===== src/rtl/posit_encoder_pkg.sv =====
// Shared posit definitions: sign type, default word configuration,
// special encodings and the maxpos body helper.
package common;

    typedef enum logic {
        SIGN_POS = 1'b0,
        SIGN_NEG = 1'b1
    } sign_t;

    localparam int unsigned POSIT_N  = 16;
    localparam int unsigned POSIT_ES = 1;

    localparam logic [POSIT_N-1:0] POSIT_ZERO = '0;
    localparam logic [POSIT_N-1:0] POSIT_NAR  = {1'b1, {(POSIT_N-1){1'b0}}};

    // Largest body (all N-1 bits set) for an n-bit posit.
    function automatic logic [63:0] maxpos_body(input int unsigned n);
        maxpos_body = (64'd1 << (n - 1)) - 64'd1;
    endfunction

endpackage


===== src/rtl/posit_encoder_if.sv =====
// Field-side input and word-side output handshakes of the posit encoder.
interface posit_encoder_if #(
    parameter int unsigned N     = 16,
    parameter int unsigned W_REG = 6,
    parameter int unsigned W_EXP = 2,
    parameter int unsigned W_MAN = 16
);
    import common::*;

    logic                    in_valid;
    logic                    in_ready;
    sign_t                   in_sign;
    logic signed [W_REG-1:0] in_regime;
    logic signed [W_EXP-1:0] in_exponent;
    logic        [W_MAN-1:0] in_mantissa;
    logic                    in_zero;
    logic                    in_nar;
    logic                    out_valid;
    logic                    out_ready;
    logic        [N-1:0]     out_posit;

    modport master (
        output in_valid, in_sign, in_regime, in_exponent, in_mantissa,
               in_zero, in_nar, out_ready,
        input  in_ready, out_valid, out_posit
    );

    modport slave (
        input  in_valid, in_sign, in_regime, in_exponent, in_mantissa,
               in_zero, in_nar, out_ready,
        output in_ready, out_valid, out_posit
    );

endinterface


===== src/rtl/posit_encoder_round.sv =====
// Stage-2 combinational path: round-to-nearest-even on the kept body,
// clamp to maxpos/minpos, apply sign, then the zero/NaR overrides.
module posit_round
    import common::*;
#(
    parameter int unsigned N = 16
) (
    input  logic [N-2:0] keep_i,
    input  logic         guard_i,
    input  logic         sticky_i,
    input  logic         sat_max_i,
    input  logic         sat_min_i,
    input  sign_t        sign_i,
    input  logic         zero_i,
    input  logic         nar_i,
    output logic [N-1:0] posit_o
);

    localparam logic [N-2:0] BODY_MAX = (N-1)'(maxpos_body(N));
    localparam logic [N-2:0] BODY_MIN = {{(N-2){1'b0}}, 1'b1};
    localparam logic [N-1:0] WORD_NAR = {1'b1, {(N-1){1'b0}}};

    logic         round_up;
    logic [N-1:0] sum;
    logic [N-2:0] body;
    logic [N-1:0] word;

    always_comb begin
        round_up = guard_i & (sticky_i | keep_i[0]);
        sum      = {1'b0, keep_i} + {{(N-1){1'b0}}, round_up};
        body     = sum[N-2:0];
        if (sum[N-1] || sat_max_i) begin
            body = BODY_MAX;
        end
        // A nonzero value never collapses to the zero encoding.
        if (sat_min_i || body == '0) begin
            body = BODY_MIN;
        end
        word = {1'b0, body};
        if (sign_i == SIGN_NEG) begin
            word = -word;
        end
        if (nar_i) begin
            word = WORD_NAR;
        end else if (zero_i) begin
            word = '0;
        end
        posit_o = word;
    end

endmodule


===== src/rtl/posit_encoder.sv =====
// Two-stage posit encoder: stage 1 builds the regime/exponent/fraction body
// and extracts keep/guard/sticky; stage 2 rounds, clamps and signs.
module posit_encoder
    import common::*;
#(
    parameter int unsigned N     = POSIT_N,
    parameter int unsigned ES    = POSIT_ES,
    parameter int unsigned W_REG = 6,
    parameter int unsigned W_EXP = 2,
    parameter int unsigned W_MAN = 16
) (
    input logic             clk,
    input logic             rst,
    posit_encoder_if.slave  bus
);

    localparam int unsigned EW       = N - 1 + W_MAN + (1 << ES) + 2;
    localparam int unsigned RW       = W_REG + 1;
    localparam int unsigned EXP_DROP = W_EXP - ES;

    localparam logic signed [RW-1:0] K_MAX    = RW'(N - 2);
    localparam logic signed [RW-1:0] K_MIN    = -K_MAX;
    localparam logic signed [RW-1:0] ONE      = RW'(1);
    localparam logic signed [RW-1:0] TWO      = RW'(2);
    localparam logic        [EW-1:0] ALL_ONES = '1;
    localparam logic        [EW-1:0] TOP_ONE  = {1'b1, {(EW-1){1'b0}}};

    logic s1_valid_q, s1_valid_d, s2_valid_q, s2_valid_d;
    logic s1_adv, s2_adv;

    logic [N-2:0] s1_keep_q, s1_keep_d;
    logic         s1_guard_q, s1_guard_d, s1_sticky_q, s1_sticky_d;
    logic         s1_sat_max_q, s1_sat_max_d, s1_sat_min_q, s1_sat_min_d;
    logic         s1_zero_q, s1_zero_d, s1_nar_q, s1_nar_d;
    sign_t        s1_sign_q, s1_sign_d;
    logic [N-1:0] out_posit_q, out_posit_d, round_word;

    logic signed [RW-1:0] k_ext, run_len;
    logic        [EW-1:0] regime_bits, tail_bits, ext_body;

    assign s2_adv        = !s2_valid_q || bus.out_ready;
    assign s1_adv        = !s1_valid_q || s2_adv;
    assign bus.in_ready  = s1_adv;
    assign bus.out_valid = s2_valid_q;
    assign bus.out_posit = out_posit_q;

    // Regime run plus exponent/fraction tail, MSB at the top of the kept field.
    always_comb begin
        k_ext     = {bus.in_regime[W_REG-1], bus.in_regime};
        tail_bits = '0;
        tail_bits[EW-1 -: W_EXP+W_MAN] = {bus.in_exponent, bus.in_mantissa};
        tail_bits = tail_bits << EXP_DROP;
        if (!k_ext[RW-1]) begin
            run_len     = k_ext + TWO;
            regime_bits = ~(ALL_ONES >> unsigned'(k_ext + ONE));
        end else begin
            run_len     = ONE - k_ext;
            regime_bits = TOP_ONE >> unsigned'(-k_ext);
        end
        ext_body = regime_bits | (tail_bits >> unsigned'(run_len));
    end

    always_comb begin
        s1_valid_d   = s1_valid_q;
        s1_keep_d    = s1_keep_q;
        s1_guard_d   = s1_guard_q;
        s1_sticky_d  = s1_sticky_q;
        s1_sat_max_d = s1_sat_max_q;
        s1_sat_min_d = s1_sat_min_q;
        s1_sign_d    = s1_sign_q;
        s1_zero_d    = s1_zero_q;
        s1_nar_d     = s1_nar_q;
        if (s1_adv) begin
            s1_valid_d   = bus.in_valid;
            s1_keep_d    = ext_body[EW-1 -: N-1];
            s1_guard_d   = ext_body[EW-N];
            s1_sticky_d  = |ext_body[EW-N-1:0];
            s1_sat_max_d = k_ext > K_MAX;
            s1_sat_min_d = k_ext < K_MIN;
            s1_sign_d    = bus.in_sign;
            s1_zero_d    = bus.in_zero;
            s1_nar_d     = bus.in_nar;
        end
    end

    posit_round #(.N(N)) u_round (
        .keep_i    (s1_keep_q),
        .guard_i   (s1_guard_q),
        .sticky_i  (s1_sticky_q),
        .sat_max_i (s1_sat_max_q),
        .sat_min_i (s1_sat_min_q),
        .sign_i    (s1_sign_q),
        .zero_i    (s1_zero_q),
        .nar_i     (s1_nar_q),
        .posit_o   (round_word)
    );

    always_comb begin
        s2_valid_d  = s2_valid_q;
        out_posit_d = out_posit_q;
        if (s2_adv) begin
            s2_valid_d = s1_valid_q;
            if (s1_valid_q) begin
                out_posit_d = round_word;
            end
        end
    end

    always_ff @(posedge clk) begin
        if (rst) begin
            s1_valid_q   <= 1'b0;
            s2_valid_q   <= 1'b0;
            out_posit_q  <= '0;
            s1_keep_q    <= '0;
            s1_guard_q   <= 1'b0;
            s1_sticky_q  <= 1'b0;
            s1_sat_max_q <= 1'b0;
            s1_sat_min_q <= 1'b0;
            s1_sign_q    <= SIGN_POS;
            s1_zero_q    <= 1'b0;
            s1_nar_q     <= 1'b0;
        end else begin
            s1_valid_q   <= s1_valid_d;
            s2_valid_q   <= s2_valid_d;
            out_posit_q  <= out_posit_d;
            s1_keep_q    <= s1_keep_d;
            s1_guard_q   <= s1_guard_d;
            s1_sticky_q  <= s1_sticky_d;
            s1_sat_max_q <= s1_sat_max_d;
            s1_sat_min_q <= s1_sat_min_d;
            s1_sign_q    <= s1_sign_d;
            s1_zero_q    <= s1_zero_d;
            s1_nar_q     <= s1_nar_d;
        end
    end

endmodule


===== src/flat_wrapper.sv =====
// flat-port wrapper written by rule: the top's interface ports become plain ports
module posit_encoder_flat import common::*;
#(
    parameter int unsigned N     = POSIT_N,
    parameter int unsigned ES    = POSIT_ES,
    parameter int unsigned W_REG = 6,
    parameter int unsigned W_EXP = 2,
    parameter int unsigned W_MAN = 16
)
  (clk, rst, bus_in_valid, bus_in_sign, bus_in_regime, bus_in_exponent, bus_in_mantissa, bus_in_zero, bus_in_nar, bus_out_ready, bus_in_ready, bus_out_valid, bus_out_posit);
  posit_encoder_if #(.N(N), .W_REG(W_REG), .W_EXP(W_EXP), .W_MAN(W_MAN)) bus_i ();
  input logic clk;
  input logic rst;
  input wire logic [$bits(bus_i.in_valid)-1:0] bus_in_valid;
  input wire logic [$bits(bus_i.in_sign)-1:0] bus_in_sign;
  input wire logic [$bits(bus_i.in_regime)-1:0] bus_in_regime;
  input wire logic [$bits(bus_i.in_exponent)-1:0] bus_in_exponent;
  input wire logic [$bits(bus_i.in_mantissa)-1:0] bus_in_mantissa;
  input wire logic [$bits(bus_i.in_zero)-1:0] bus_in_zero;
  input wire logic [$bits(bus_i.in_nar)-1:0] bus_in_nar;
  input wire logic [$bits(bus_i.out_ready)-1:0] bus_out_ready;
  output wire logic [$bits(bus_i.in_ready)-1:0] bus_in_ready;
  output wire logic [$bits(bus_i.out_valid)-1:0] bus_out_valid;
  output wire logic [$bits(bus_i.out_posit)-1:0] bus_out_posit;
  assign bus_i.in_valid = bus_in_valid;
  assign bus_i.in_sign = bus_in_sign;
  assign bus_i.in_regime = bus_in_regime;
  assign bus_i.in_exponent = bus_in_exponent;
  assign bus_i.in_mantissa = bus_in_mantissa;
  assign bus_i.in_zero = bus_in_zero;
  assign bus_i.in_nar = bus_in_nar;
  assign bus_i.out_ready = bus_out_ready;
  assign bus_in_ready = bus_i.in_ready;
  assign bus_out_valid = bus_i.out_valid;
  assign bus_out_posit = bus_i.out_posit;
  posit_encoder #(.N(N), .ES(ES), .W_REG(W_REG), .W_EXP(W_EXP), .W_MAN(W_MAN)) u_core (.clk(clk), .rst(rst), .bus(bus_i));
endmodule

===== config.mk =====
export PLATFORM = sky130hd
export DESIGN_NAME = posit_encoder_flat
export DESIGN_NICKNAME = d
export VERILOG_FILES = /design/src/rtl/posit_encoder_pkg.sv /design/src/rtl/posit_encoder_if.sv /design/src/rtl/posit_encoder_round.sv /design/src/rtl/posit_encoder.sv /design/src/flat_wrapper.sv
export SDC_FILE = /design/constraint.sdc
export NUM_CORES = 1
export LEC_CHECK = 0
export CORE_UTILIZATION = 55
export DETAILED_ROUTE_END_ITERATION = 16
export HOLD_SLACK_MARGIN = 0.06
export PLACE_DENSITY = 0.78
export SYNTH_ARGS = -nofsm -noshare
export SYNTH_HDL_FRONTEND = slang
export SYNTH_HIERARCHICAL = 1
export SYNTH_SLANG_ARGS = --single-unit

===== constraint.sdc =====
create_clock -name clk -period 4.75 [get_ports clk]
set_input_delay 0.475 -clock clk [delete_from_list [all_inputs] [get_ports clk]]
set_output_delay 0.475 -clock clk [all_outputs]
set_load 0.05 [all_outputs]

Yosys cells after proc, flatten, opt, wreduce, memory -nomap -nowiden
Index checks and enable logic that the tools add are counted.
- flip-flop bits (word level): 40
- input bits: 31
- output and inout port bits: 18
- add/subtract/negate cells: 6
- $lt $le $gt $ge: 2
- shift operators: 3
- multiplexer cells: 7
- bitwise logic cells: 4
- reductions and logical operators: 9
- operators by type and width (kind ; count):
    $shr 35x7->35 const A ; 2
    $mux 16 ; 3
    $mux 35 ; 1
    $not 35->35 ; 1
    $or 35x35->35 ; 1
    $shr 35x7->35 ; 1
    $mux 15 ; 2
    $reduce_or 19->1 ; 1
    $add 15x1->16 ; 1
    $neg 15->16 ; 1
    $logic_not 15->1 ; 1
    $add 6x2->7 const B ; 1
    $add 6x3->7 const B ; 1
    $mux 7 ; 1
    $neg 6->7 ; 1
    $sub 2x6->7 const A ; 1
    $gt 6x5->1 const B ; 1
    $lt 6x5->1 const B ; 1
    $logic_or 1x1->1 ; 4
    $logic_not 1->1 ; 2
    $reduce_and 2->1 ; 1
    $and 1x1->1 ; 1
    $or 1x1->1 ; 1

Logic depth before layout (Yosys ltp)
Gate-level depths: netlist of run 1.
- depth after elaboration: 12
- depth in mapped cells: 21
- gate-level depth less buffers: 18

Hierarchy
The synthesis of run 1 kept the hierarchy.
- modules (own cells, without submodules) (module ; instances ; cells an instance ; area each (um^2)):
    posit_encoder ; 1 ; 421 ; 3228.1
    posit_round ; 1 ; 203 ; 1470.2

Worst setup path after synthesis of run 1
No wires, ideal clock.
- kind: register to register
- from: reg u_core.s1_keep_q[0]
- to: reg u_core.out_posit_q[14], in the netlist u_core/bus.out_posit[14]
- library setup time: 0.071 ns
- arrival time: 4.064 ns
- required time: 4.679 ns
- slack: 0.615 ns
- cell stages (with the launch flop): 21
- path buffers: 3
- cells stage by stage: dfxtp_1 o21a_1 ha_1 ha_1 and4_1 buf_2 nand3_2 nor3b_1 o211a_1 a21o_1 buf_2 buf_6 nor3_1 ha_1 nand2_1 nor2_1 a41oi_4 or4_1 a31oi_1 nand2_1 a21oi_1
- longest elaborated chain between the ends: 12
- RTL lines (item ; RTL line ; text):
    start, declared ; posit_encoder.sv:31 ; logic [N-2:0] s1_keep_q, s1_keep_d;
    start signal, assigned ; posit_encoder.sv:126 ; s1_keep_q <= s1_keep_d;
    $or 1x1->1 ; posit_encoder_round.sv:29 ; round_up = guard_i & (sticky_i | keep_i[0]);
    $and 1x1->1 ; posit_encoder_round.sv:29 ;
    $add 15x1->16 * ; posit_encoder_round.sv:30 ; sum = {1'b0, keep_i} + {{(N-1){1'b0}}, round_up};
    $logic_or 1x1->1 ; posit_encoder_round.sv:32 ; if (sum[N-1] || sat_max_i) begin
    $mux 15 * ; posit_encoder_round.sv:32 ;
    $logic_not 15->1 ; posit_encoder_round.sv:36 ; if (sat_min_i || body == '0) begin
    $logic_or 1x1->1 ; posit_encoder_round.sv:36 ;
    $mux 15 * ; posit_encoder_round.sv:36 ;
    $neg 15->16 ; posit_encoder_round.sv:41 ; word = -word;
    $mux 16 * ; posit_encoder_round.sv:40 ; if (sign_i == SIGN_NEG) begin
    $mux 16 * ; posit_encoder_round.sv:45 ; end else if (zero_i) begin
    $mux 16 * ; posit_encoder_round.sv:43 ; if (nar_i) begin
    via u_core.round_word[14] ; posit_encoder.sv:36 ; logic [N-1:0] out_posit_q, out_posit_d, round_word;
    end signal, assigned ; posit_encoder.sv:125 ; out_posit_q <= out_posit_d;
    end, declared ; posit_encoder.sv:36 ;
The timed path passes the listed nets; every way through them passes the cells marked *.
A chain may end at the register's enable or synchronous reset.

Final worst setup path of run 1
Same ends and word-level chain as after synthesis.

==> results.md, run 1 <==
- Final hold analysis gives a worst-case slack of about 0.46 ns.
- Routability-driven placement finished with a final weighted congestion of ~0.96.
- The clock-pin transition on the worst setup and hold timing paths is ~0.080 ns.
- The clock tree from TritonCTS is built.
- The instance count of the mapped netlist is 624.
- In the final routed layout, each cell accounts on average for between 15 and 20 um.
- The mean instance size in the synthesized netlist is ~7.5 um2.
- The TritonCTS sink count is 40.
- Dividing the detail-routed via count by the number of cells gives around 6.5.
- For this design the ratio of total power to cell area is 241 nW/um2.
- The count of final max-slew check failures is 0.
- The total congestion overflow is 0.
- The instance area after placement is 5070 um2.
- The initial standard-cell utilization of the core is approximately 57%.
- Yosys mapped a number of flops with a built-in enable equal to 0.
- For the pin with the worst max-slew slack, the measured transition is approximately 1.0 ns.
- Data arrives at the worst endpoint at 4.60 ns.
- The reg2reg setup slack is 0.38 ns.
- In the synthesized netlist the dominant register cell turns out to be dfxtp_1.
- After routing the design area is 5210 um2.
- The flow ran to the end, and the final reports show no timing, DRC or antenna violations.
- The area of the placeable core is 8260 um2.
- The capturing element type of the critical path is a flop.
- Synthesis instantiated 88 different standard cells from the library.
- The critical path startpoint is u_core/s1_keep_q[0].
- The horizontal die dimension is roughly 94 um.
- The number of antenna violations at the first check in global routing is 0.
- The static leakage power is between 1.5 and 2 nW.
- In this run the count of I/O pins placed on the die edge is between 40 and 50.
- The wire length of the first global-routing pass is about 22 mm.
- The achievable frequency is approximately 230 MHz.
- The fraction of the core area covered by cells at the end of the flow is 63.1%.
- The number of gates resized after CTS was 0.
- The total track usage is a little under a third.
- The remaining routing DRC violations is 0.
- After layout, the worst path uses between 90 and 100% of the clock period.
- For the final routed database, the setup TNS stands at 0 ns.
- In this run the remaining antenna-violating nets after routing total 0.
- The critical path is of the reg -> reg type.
- The diode insertion count for antenna repair is 0.
- Along the worst path, the maximum fanout reaches 9.
- The TritonCTS buffer count is 5.
- After the flow finishes, the layout carries non-filler instances totaling roughly 750.
- The clock latency on the worst-skew pair is approximately 0.3 ns.
- The final hold violation count is 0.
- Headroom to the max-slew limit came out at between 30% and 40%.
- The number of buffers added on ports is 47.
- The peak ir drop on the vdd network is 112 uV.
- In this run the vertical extent of the chip is between 90 and 100 um.
- The number of DRC markers after the initial detailed-route iteration is a little over 300.
- For this run, the number of Yosys warnings is 6.
- The endpoint of the worst-slack reg-to-reg timing path is u_core/bus.out_posit[14].
- The total standard cell area after synthesis is 4700 um2.
- The number of setup violations in the final report is 0.
- The cell sitting at the root of the clock tree is a clkbuf_8.
- The share of flip-flops with an asynchronous set or reset after synthesis is 0%.
- Measured in cells, the most critical reg-to-reg path has a length of 16.
- The synthesis-stage register bit count is 40.
- The shortest clock period the worst path allows after layout is 4.37 ns.
- When the netlist entered floorplanning its net count stood at 669.
- The total number of placement rows is 33.
- The total via count after detailed routing is 4879.
- The number of placed instances with taps included is around 740.
- The data required time of the worst path is between 4 and 5 ns.
- The share of the Yosys chip area taken by registers is approximately 17%.
- Setup repair after global routing left no endpoint under its margin.
- After detailed routing, the total wire length is between 10 and 15 mm.
- The count of buffers added by post-CTS timing repair for setup is 0.
- Cells with a size suffix above 1 make up 11.1% of the layout.
- Relative to the synthesized area, the layout overhead comes to 10.9%.
- The pin count of the biggest net entering global routing is 41.
- After clock tree synthesis, the flow added hold-fix buffers numbering 0.
- The total number of H-tree levels is 2.
- The final HPWL from detailed placement is 9.86 mm.
- The floorplan die area is roughly 9000 um2.
- The timing endpoint of the critical path is u_core/bus.out_posit[14].
- For this run, the post-layout net count is ~700.
- The number of global-route vias before repair was around 4600.
- In this run the deepest clock path goes through 2 buffers.
- For this run, the detailed router's first-pass iteration total came to 5.
- The path class of the lowest-slack min-delay path is reg -> reg.
- The count of max-cap constraint violations is 0.
- Between clock sinks in the finished design, the worst skew comes to roughly 0.015 ns.
- The launch instance of the worst register-to-register path is u_core/s1_keep_q[0].
- The kind of start point of the critical path is a flop.
where the power goes:
group	switching, mW	internal (mW)	total, mW
Sequential	0.0466	0.361	0.407
Combinational	0.326	0.230	0.557
Clock	0.121	0.172	0.293
cells in the final DEF, fill, tap and decap left out, types with 13 or more instances in the layout:
master and count:
ha_1 13, clkdlybuf4s50_1 47, nor2_1 58, nor3_1 19, o21ai_0 28, inv_1 13
nand4_1 14, dfxtp_1 40, nand2_1 80, nand3_1 16, nor2b_1 16, mux2i_1 19
a21oi_1 51
logic make-up after synthesis:
kind of cell	Yosys count	share of synthesized area, %
AOI/OAI and AO/OA	189	28.8
xor gates and xnor gates	17	3.33
adders and majority gates	14	3.73
buffers and inverters	65	7.83
DFF	40	17.0
muxes	36	10.8
and+or+nand+nor	263	28.4
state kept, by name (all words and copies together), names as in the netlist:
name and count:
u_core/bus.out_posit 16, u_core/s1_keep_q 15, u_core/bus.out_valid 1, u_core/s1_guard_q 1
u_core/s1_nar_q 1, u_core/s1_sat_max_q 1, u_core/s1_sat_min_q 1, u_core/s1_sign_q 1
u_core/s1_sticky_q 1, u_core/s1_valid_q 1, u_core/s1_zero_q 1
worst min-delay path by stage:
stage / from / to / slack [ns] / cells past startpoint
finish: u_core/bus.out_posit[9] / u_core/bus.out_posit[9] / 0.46 / 2
CTS: u_core/bus.out_posit[4] / u_core/bus.out_posit[4] / 0.46 / 2
floorplan: u_core/s1_nar_q / u_core/s1_nar_q / 0.45 / 2
global placement: u_core/bus.out_posit[8] / u_core/bus.out_posit[8] / 0.44 / 2
global route: u_core/bus.out_posit[1] / u_core/bus.out_posit[1] / 0.48 / 2
detailed placement: u_core/bus.out_posit[4] / u_core/bus.out_posit[4] / 0.45 / 2
routing by layer:
metal  vias up  global-route usage, %  share of wire [%]
met5         -                      0                  0
met4         0                   15.1                3.8
met3        40                   2.98                3.8
met2       168                   52.2                 49
met1      2308                   37.2                 43
li1       2363                      -                  -
Yosys cell counts (5+ instances only):
master	n	share of area (%)
o21ai_0	28	3.0
a21oi_1	51	5.4
buf_2	9	0.96
ha_1	14	3.7
or2_2	6	0.80
nor3b_1	5	0.80
a211oi_1	11	1.8
xor2_1	6	1.1
a211o_1	5	0.93
nand2_1	80	6.4
inv_1	13	1.0
nand3_1	16	1.7
or3_1	6	0.80
buf_6	12	2.9
a31oi_1	8	1.1
nor3_1	19	2.0
xnor2_1	10	1.9
nand4_1	14	1.9
nor2_1	58	4.6
a221oi_1	7	1.3
o211ai_1	9	1.4
mux4_2	11	5.3
o21ai_1	9	0.96
mux2i_1	19	4.0
clkbuf_1	25	2.0
nor2b_1	16	2.1
nor4_1	9	1.2
dfxtp_1	40	17
metrics by stage:
step                total power [mW]  worst slack [ns]
finish                          1.26             0.377
global route                    1.33            0.0652
CTS                             1.25             0.244
detailed placement             0.957             0.266
global placement               0.941             0.381
floorplan                      0.831             0.615
critical path, cell delays in order, from the launching register on:
cell and delay, ns:
dfxtp_1 0.36, o21a_1 0.13, ha_1 0.30, nand3_4 0.17
nor4_1 0.55, mux2_2 0.42, o211a_1 0.15, a21o_1 0.21
nor3_1 0.25, ha_1 0.31, nand2_1 0.07, nor2_1 0.20
a41oi_4 0.21, or4_1 0.55, a31oi_1 0.17, nand2_1 0.07
a21oi_1 0.17
area by class of cell:
type                    count  area (um2)
inverters                  15        56.3
clock inverters             2        38.8
well taps                 105         131
fillers                   757        3050
flip-flops and latches     40         801
multi-input cells         519        3550
repair buffers             58         553
clock buffers               6        82.6
No activity file was read; power rests on OpenSTA's default activity.
==> inputs of run 2 (changes only) <==
RECOVER_POWER = 100   (was default)
==> run 2 against run 1 <==
Against the previous run: the flow now finishes with violations (max-capacitance violations, max-slew violations); sequential power hardly changed; clock skew shrank 0.0024 ns; via count hardly changed; cell area is 0.53% lower; die area stayed put; core utilization decreased by 0.33 points; non-clock buffer count is the same; largest cell class unchanged.
==> results.md, run 2 (synthesis gave the netlist of run 1 again) <==
- The static leakage power is 1.93 nW (was 1.90 nW).
- The number of global-route vias before repair is 4550 (unchanged).
- The most common library cell in the layout ignoring fill and taps is nand2_1 (unchanged).
- The wire length of the first global-routing pass is 21.5 mm (unchanged).
- The kind of start point of the critical path is a flop (unchanged).
- The clock-pin transition on the worst setup and hold timing paths was 0.08 ns (about the same).
- The count of buffers added by post-CTS timing repair for setup was 0 (unchanged).
- The final worst setup slack is 0.284 ns (was 0.377 ns).
- The diode insertion count for antenna repair is 0 (unchanged).
- The signed area change from the synthesized netlist to the final layout is 10.3% (was 10.9%).
- The count of final max-slew check failures is 41 (was 0).
- The area of all placed cells without fillers is 5180 um2 (was 5210 um2).
- The final estimated routing congestion in global placement came to 0.964 (unchanged).
- The CTS root buffer is clkbuf_8 (unchanged).
- The relative slew slack was -13.0% (was 30.6%).
- The number of setup violations in the final report came to 0 (unchanged).
- The number of buffers added on ports is 47 (unchanged).
- The met2 capacity usage during global routing is 52.2% (unchanged).
- The TritonCTS buffer count is 5 (unchanged).
- The total congestion overflow is 0 (unchanged).
- The maximum fanout count along the critical path came to 9 (unchanged).
- The power density over cell area came to 241 nW/um2 (about the same).
- The achievable frequency is 224 MHz (was 229 MHz).
- The global-route met1 utilization is 37.2% (unchanged).
- The via-per-instance ratio was 6.55 (about the same).
- The worst hold slack after final layout came to 0.457 ns (was 0.460 ns).
- The largest clock skew in the final design is 0.0127 ns (was 0.0151 ns).
- The horizontal die dimension came to 94.4 um (unchanged).
- The routed wire length came to 13.0 mm (about the same).
- The post-placement worst setup slack is 0.266 ns (unchanged).
- The maximum clock path buffer count was 2 (unchanged).
- The busiest metal layer after global routing was met2 (unchanged).
- The post-route non-filler standard cell count came to 745 (unchanged).
- The fraction of the core area covered by cells at the end of the flow was 62.8% (was 63.1%).
- The final HPWL from detailed placement is 9.86 mm (unchanged).
- The initial standard-cell utilization of the core came to 56.9% (unchanged).
- The share of post-route cells with drive strength above 1 is 9.69% (was 11.1%).
- The number of DRC markers after the initial detailed-route iteration is 346 (was 309).
- The flip-flop count of the largest register, all copies and words added is 16 (unchanged).
- The number of detailed-routing iterations run before antenna repair is 5 (unchanged).
- The total track usage was 30.2% (unchanged).
- The count of max-cap constraint violations was 1 (was 0).
- The TritonCTS sink count was 40 (unchanged).
- The number of antenna violations at the first check in global routing came to 0 (unchanged).
- The total number of placement rows came to 33 (unchanged).
- The pin count of the biggest net entering global routing is 41 (unchanged).
- The floorplan die area is 8920 um2 (unchanged).
- The path class of the lowest-slack min-delay path is reg -> reg (unchanged).
- The count of antenna-violating nets left after detailed routing is 0 (unchanged).
- The total via count after detailed routing is 4880 (was 4879).
- The instance area after placement came to 5070 um2 (unchanged).
- The routed length per instance is 17.4 um (was 17.5 um).
- The remaining routing DRC violations was 0 (unchanged).
- The type of the setup path with the least slack is reg -> reg (unchanged).
- The number of placed instances with taps included is 737 (unchanged).
- The number of top-level pins is 49 (unchanged).
- The shortest clock period the worst path allows after layout came to 4.47 ns (was 4.37 ns).
- The final hold violation count is 0 (unchanged).
- The data required time of the worst path is 4.96 ns (was 4.98 ns).
- The area of the placeable core came to 8260 um2 (unchanged).
- The clock tree from TritonCTS is built (unchanged).
- Most frequent cells in the layout: nand2_1 (80), nor2_1 (58), a21oi_1 (51) (unchanged).
- The final reports fail on max-capacitance violations, max-slew violations.
- The data arrival time of the critical path came to 4.67 ns (was 4.60 ns).
- The slew at the pin closest to its max-slew limit came to 1.70 ns (was 1.04 ns).
- The peak ir drop on the vdd network is 111 uV (was 112 uV).
- The total number of H-tree levels is 2 (unchanged).
- The floorplan die height is 94.4 um (unchanged).
- The post-route fraction of the period consumed by the critical path is 94.0% (was 92.1%).
- The capturing element type of the critical path is a flop (unchanged).
- Status: complete, but fails checks (was complete, no violations).
- The clock latency on the worst-skew pair came to 0.30 ns (about the same).
- The met3 track utilization from global routing came to 2.98% (unchanged).
- Unrepaired setup endpoints after global routing: no (unchanged).
- The post-layout net count came to 684 (unchanged).
- The setup TNS is 0 ns (unchanged).
- The total power of the final layout is 1.25 mW (was 1.26 mW).
-- run 2: cell types whose count changed in the layout (fill, tap and decap cells not counted), moves of 2 or more --
| cell | delta |
|---|---|
| clkdlybuf4s50_1 | -21 |
| dlygate4sd3_1 | +21 |
| clkbuf_1 | +3 |
| buf_4 | -3 |
| o21ai_0 | +2 |
| o21ai_1 | -2 |
-- run 2: worst paths after layout --
| path | start | endpoint | slack [ns] | cells after the start |
|---|---|---|---|---|
| worst min register to register | u_core/bus.out_posit[9] | u_core/bus.out_posit[9] | 0.46 | 2 |
| worst max-delay path | u_core/s1_keep_q[0] | u_core/bus.out_posit[14] | 0.28 | 17 |
| worst max register to register | u_core/s1_keep_q[0] | u_core/bus.out_posit[14] | 0.28 | 17 |
| worst min-delay path | u_core/bus.out_posit[9] | u_core/bus.out_posit[9] | 0.46 | 2 |
-- run 2: critical path, stage by stage (launching register included) --
cell,delay [ns]
dfxtp_1,0.37
o21a_1,0.13
ha_1,0.31
ha_2,0.33
and4_1,0.42
nand3_2,0.14
nor3b_1,0.20
o211a_1,0.27
a21o_1,0.21
nor3_1,0.25
ha_1,0.31
nand2_1,0.07
nor2_1,0.20
a41oi_4,0.21
or4_1,0.55
a31oi_1,0.17
nand2_1,0.07
a21oi_1,0.17
-- run 2: power breakdown --
part / internal (mW) / switching, mW / leakage (nW)
Combinational: 0.224 / 0.324 / 1.54
Sequential: 0.361 / 0.0461 / 0.330
Clock: 0.172 / 0.121 / 0.0614
-- run 2: timing repair --
action	in CTS	in global routing
endpoints found under the setup margin	0	3
hold buffers	0	0
gates resized for setup	0	4
hold endpoints to repair	0	0
-- run 2: area by class of cell --
type                            count  area [um2]
Timing Repair Buffer               58         542
Multi-Input combinational cell    519        3530
Clock inverter                      2        38.8
Tap cell                          105         131
Sequential cell                    40         801
Inverter                           15        56.3
Clock buffer                        6        82.6
Fill cell                         761        3080
-- run 2: layer usage --
layer	up-vias	share of wire [%]
met1	2317	43
li1	2361	-
met4	0	3.7
met3	38	4.1
met5	-	0
met2	164	49
==> inputs of run 3 (changes only) <==
CORE_MARGIN = 2   (was default)
SLEW_MARGIN = 0   (was default)
==> run 3 against run 2 <==
Against the previous run: non-clock buffer count unchanged; hold slack lost 0.0022 ns; highest routed layer unchanged; clock-buffer cell count increased by 1; sequential share of layout area is essentially flat; maximum frequency rose by 0.44%; die area increased by 4.3%; global-route usage down 2.0 points; core utilization shrank 0.17 points; the run now ends clean.
==> results.md, run 3 (synthesis gave the netlist of run 1 again) <==
- The routed length per instance is 17.2 um (was 17.4 um).
- Unrepaired setup endpoints after global routing: no (unchanged).
- The total track usage came to 28.3% (was 30.2%).
- The count of max-cap constraint violations is 0 (was 1).
- The total number of placement rows was 33 (unchanged).
- The launch instance of the worst register-to-register path is u_core/s1_keep_q[0] (unchanged).
- The total congestion overflow is 0 (unchanged).
- The routed wire length came to 12.8 mm (was 13.0 mm).
- The achievable frequency is 225 MHz (was 224 MHz).
- The most common library cell in the layout ignoring fill and taps is nand2_1 (unchanged).
- The count of buffers added by post-CTS timing repair for setup is 0 (unchanged).
- The net switching share of the total power is 40.6% (was 39.4%).
- The pin count of the biggest net entering global routing is 41 (unchanged).
- The clock tree from TritonCTS was built (unchanged).
- The setup TNS was 0 ns (unchanged).
- The area of all placed cells without fillers is 5170 um2 (was 5180 um2).
- The number of detailed-routing iterations run before antenna repair is 5 (unchanged).
- The final estimated routing congestion in global placement is 0.942 (was 0.964).
- The wire length of the first global-routing pass is 21.1 mm (was 21.5 mm).
- The relative slew slack was 30.7% (was -13.0%).
- The maximum fanout count along the critical path was 9 (unchanged).
- The number of buffers added on ports is 47 (unchanged).
- The share of power burned in combinational logic was 46.3% (was 43.9%).
- Status: complete, no violations (was complete, but fails checks).
- The hold-fix buffer count after cts is 0 (unchanged).
- The kind of cell with the highest combined delay on the critical path was simple AND/OR/NAND/NOR gates (unchanged).
- The shortest clock period the worst path allows after layout is 4.45 ns (was 4.47 ns).
- The data arrival time of the critical path is 4.67 ns (about the same).
- The area of the placeable core is 8260 um2 (unchanged).
- The remaining routing DRC violations is 0 (unchanged).
- The power density over cell area came to 229 nW/um2 (was 241 nW/um2).
- The signed area change from the synthesized netlist to the final layout is 10.0% (was 10.3%).
- The total power of the final layout came to 1.18 mW (was 1.25 mW).
- The instance count along the most critical hold path is 2 (unchanged).
- The number of setup violations in the final report is 0 (unchanged).
- The power share of the sequential group is 34.4% (was 32.6%).
- The peak ir drop on the vdd network is 130 uV (was 111 uV).
- The number of placed instances with taps included came to 737 (unchanged).
- The via-per-instance ratio is 6.58 (was 6.55).
- The count of final max-slew check failures is 0 (was 41).
- The post-layout net count is 684 (unchanged).
- The cell type of the slowest stage on the worst timing path is or4_1 (unchanged).
- The path class of the lowest-slack min-delay path is reg -> reg (unchanged).
- The number of cells upsized or downsized after cts is 0 (unchanged).
- The flip-flop count of the largest register, all copies and words added is 16 (unchanged).
- The cell-internal power is 0.703 mW (was 0.756 mW).
- The final hold violation count was 0 (unchanged).
- The post-route non-filler standard cell count is 745 (unchanged).
- The TritonCTS sink count came to 40 (unchanged).
- The post-route fraction of the period consumed by the critical path is 93.6% (was 94.0%).
- The total via count after detailed routing came to 4905 (was 4880).
- The capturing element type of the critical path is a flop (unchanged).
- The hold-critical path endpoint is u_core/bus.out_posit[6] (was u_core/bus.out_posit[9]).
- The largest clock skew in the final design came to 0.00633 ns (was 0.0127 ns).
- The fraction of the core area covered by cells at the end of the flow is 62.6% (was 62.8%).
- The kind of start point of the critical path is a flop (unchanged).
- The reg2reg setup slack came to 0.30 ns (was 0.28 ns).
- The diode insertion count for antenna repair is 0 (unchanged).
- The floorplan die area is 9300 um2 (was 8920 um2).
- CP Cell Sequence: o21a_1, ha_1, ha_2, and4_2, nand3_2, nor3b_1, o211a_1, a21o_1, nor3_1, ha_1, nand2_1, nor2_1, a41oi_4, or4_1, a31oi_1, nand2_1, a21oi_1 (was o21a_1, ha_1, ha_2, and4_1, nand3_2, nor3b_1, o211a_1, a21o_1, nor3_1, ha_1, nand2_1, nor2_1, a41oi_4, or4_1, a31oi_1, nand2_1, a21oi_1).
- The CTS root buffer was clkbuf_8 (unchanged).
- The data required time of the worst path is 4.97 ns (was 4.96 ns).
- The number of antenna violations at the first check in global routing is 0 (unchanged).
- The share of post-route cells with drive strength above 1 is 10.0% (was 9.69%).
- The slew at the pin closest to its max-slew limit came to 1.04 ns (was 1.70 ns).
- The part of the total power dissipated in the clock network is 19.3% (was 23.5%).
- The source of the worst hold timing path is u_core/bus.out_posit[6] (was u_core/bus.out_posit[9]).
- The largest incremental delay on the critical path is 0.54 ns (was 0.55 ns).
- The instance area after placement is 5070 um2 (unchanged).
- The type of the setup path with the least slack is reg -> reg (unchanged).
- The worst reg2reg path depth is 17 (unchanged).
- The net switching power is 0.481 mW (was 0.491 mW).
- The endpoint of the worst-slack reg-to-reg timing path was u_core/bus.out_posit[14] (unchanged).
- The number of DRC markers after the initial detailed-route iteration is 329 (was 346).
- The TritonCTS buffer count is 5 (unchanged).
- Most frequent cells in the layout: nand2_1 (80), nor2_1 (58), a21oi_1 (51) (unchanged).
- The clock latency on the worst-skew pair is 0.29 ns (was 0.30 ns).
- The horizontal die dimension was 96.4 um (was 94.4 um).
- The maximum clock path buffer count is 2 (unchanged).
- The initial standard-cell utilization of the core is 56.9% (unchanged).
- The count of antenna-violating nets left after detailed routing was 0 (unchanged).
- The buffer and inverter count on the worst path is 0 (unchanged).
- The number of global-route vias before repair came to 4453 (was 4550).
- The clock-pin transition on the worst setup and hold timing paths was 0.07 ns (was 0.08 ns).
- The final HPWL from detailed placement is 9.82 mm (was 9.86 mm).
- The number of top-level pins came to 49 (unchanged).
- The static leakage power is 1.92 nW (was 1.93 nW).
- The floorplan die height was 96.4 um (was 94.4 um).
- The total number of H-tree levels is 2 (unchanged).
==> run 3: worst max path at each step <==
stage | start | end | slack (ns) | cells past startpoint
finish | u_core/s1_keep_q[0] | u_core/bus.out_posit[14] | 0.30 | 17
global route | u_core/s1_keep_q[0] | u_core/bus.out_posit[14] | 0.03 | 17
CTS | u_core/s1_keep_q[0] | u_core/bus.out_posit[14] | 0.26 | 17
detailed placement | u_core/s1_keep_q[0] | u_core/bus.out_posit[14] | 0.28 | 17
global placement | u_core/s1_keep_q[0] | u_core/bus.out_posit[14] | 0.36 | 17
floorplan | u_core/s1_keep_q[0] | u_core/bus.out_posit[14] | 0.62 | 20
==> run 3: metal layers <==
layer  wire [um]  GRT usage, %  share of wire [%]
met1        5430          35.6                 42
met2        6350          49.3                 50
met3         599          2.95                4.7
met4         424          11.4                3.3
met5           0             0                  0
==> run 3: power by group through the flow <==
stage / logic [mW] / clock network (mW) / registers [mW]
CTS: 0.544 / 0.233 / 0.406
global route: 0.600 / 0.250 / 0.412
finish: 0.549 / 0.228 / 0.407
detailed placement: 0.541 / 0 / 0.414
global placement: 0.531 / 0 / 0.411
floorplan: 0.420 / 0 / 0.411
==> run 3: final cells by class <==
type                       count  area (um2)
clock buffer                   7        86.3
clock inverter                 1        7.51
fill                         737        3090
inverter                      15        56.3
multi-input combinational    519        3540
sequential                    40         801
tap                          105         131
timing repair buffer          58         542
==> run 3: through the flow <==
| step | hold slack [ns] | setup WS [ns] |
|---|---|---|
| final | 0.455 | 0.304 |
| after detailed placement | 0.449 | 0.284 |
| after floorplan | 0.450 | 0.615 |
| after global routing | 0.481 | 0.0289 |
| after CTS | 0.460 | 0.262 |
| after global placement | 0.442 | 0.364 |
==> run 3: worst register-to-register path: cells and delay by family, from the launching register on <==
kind            cells  cell delay, ns
simple gates        8            1.93
compound gates      6            1.16
fa+ha+maj           3            0.96
flops               1            0.36
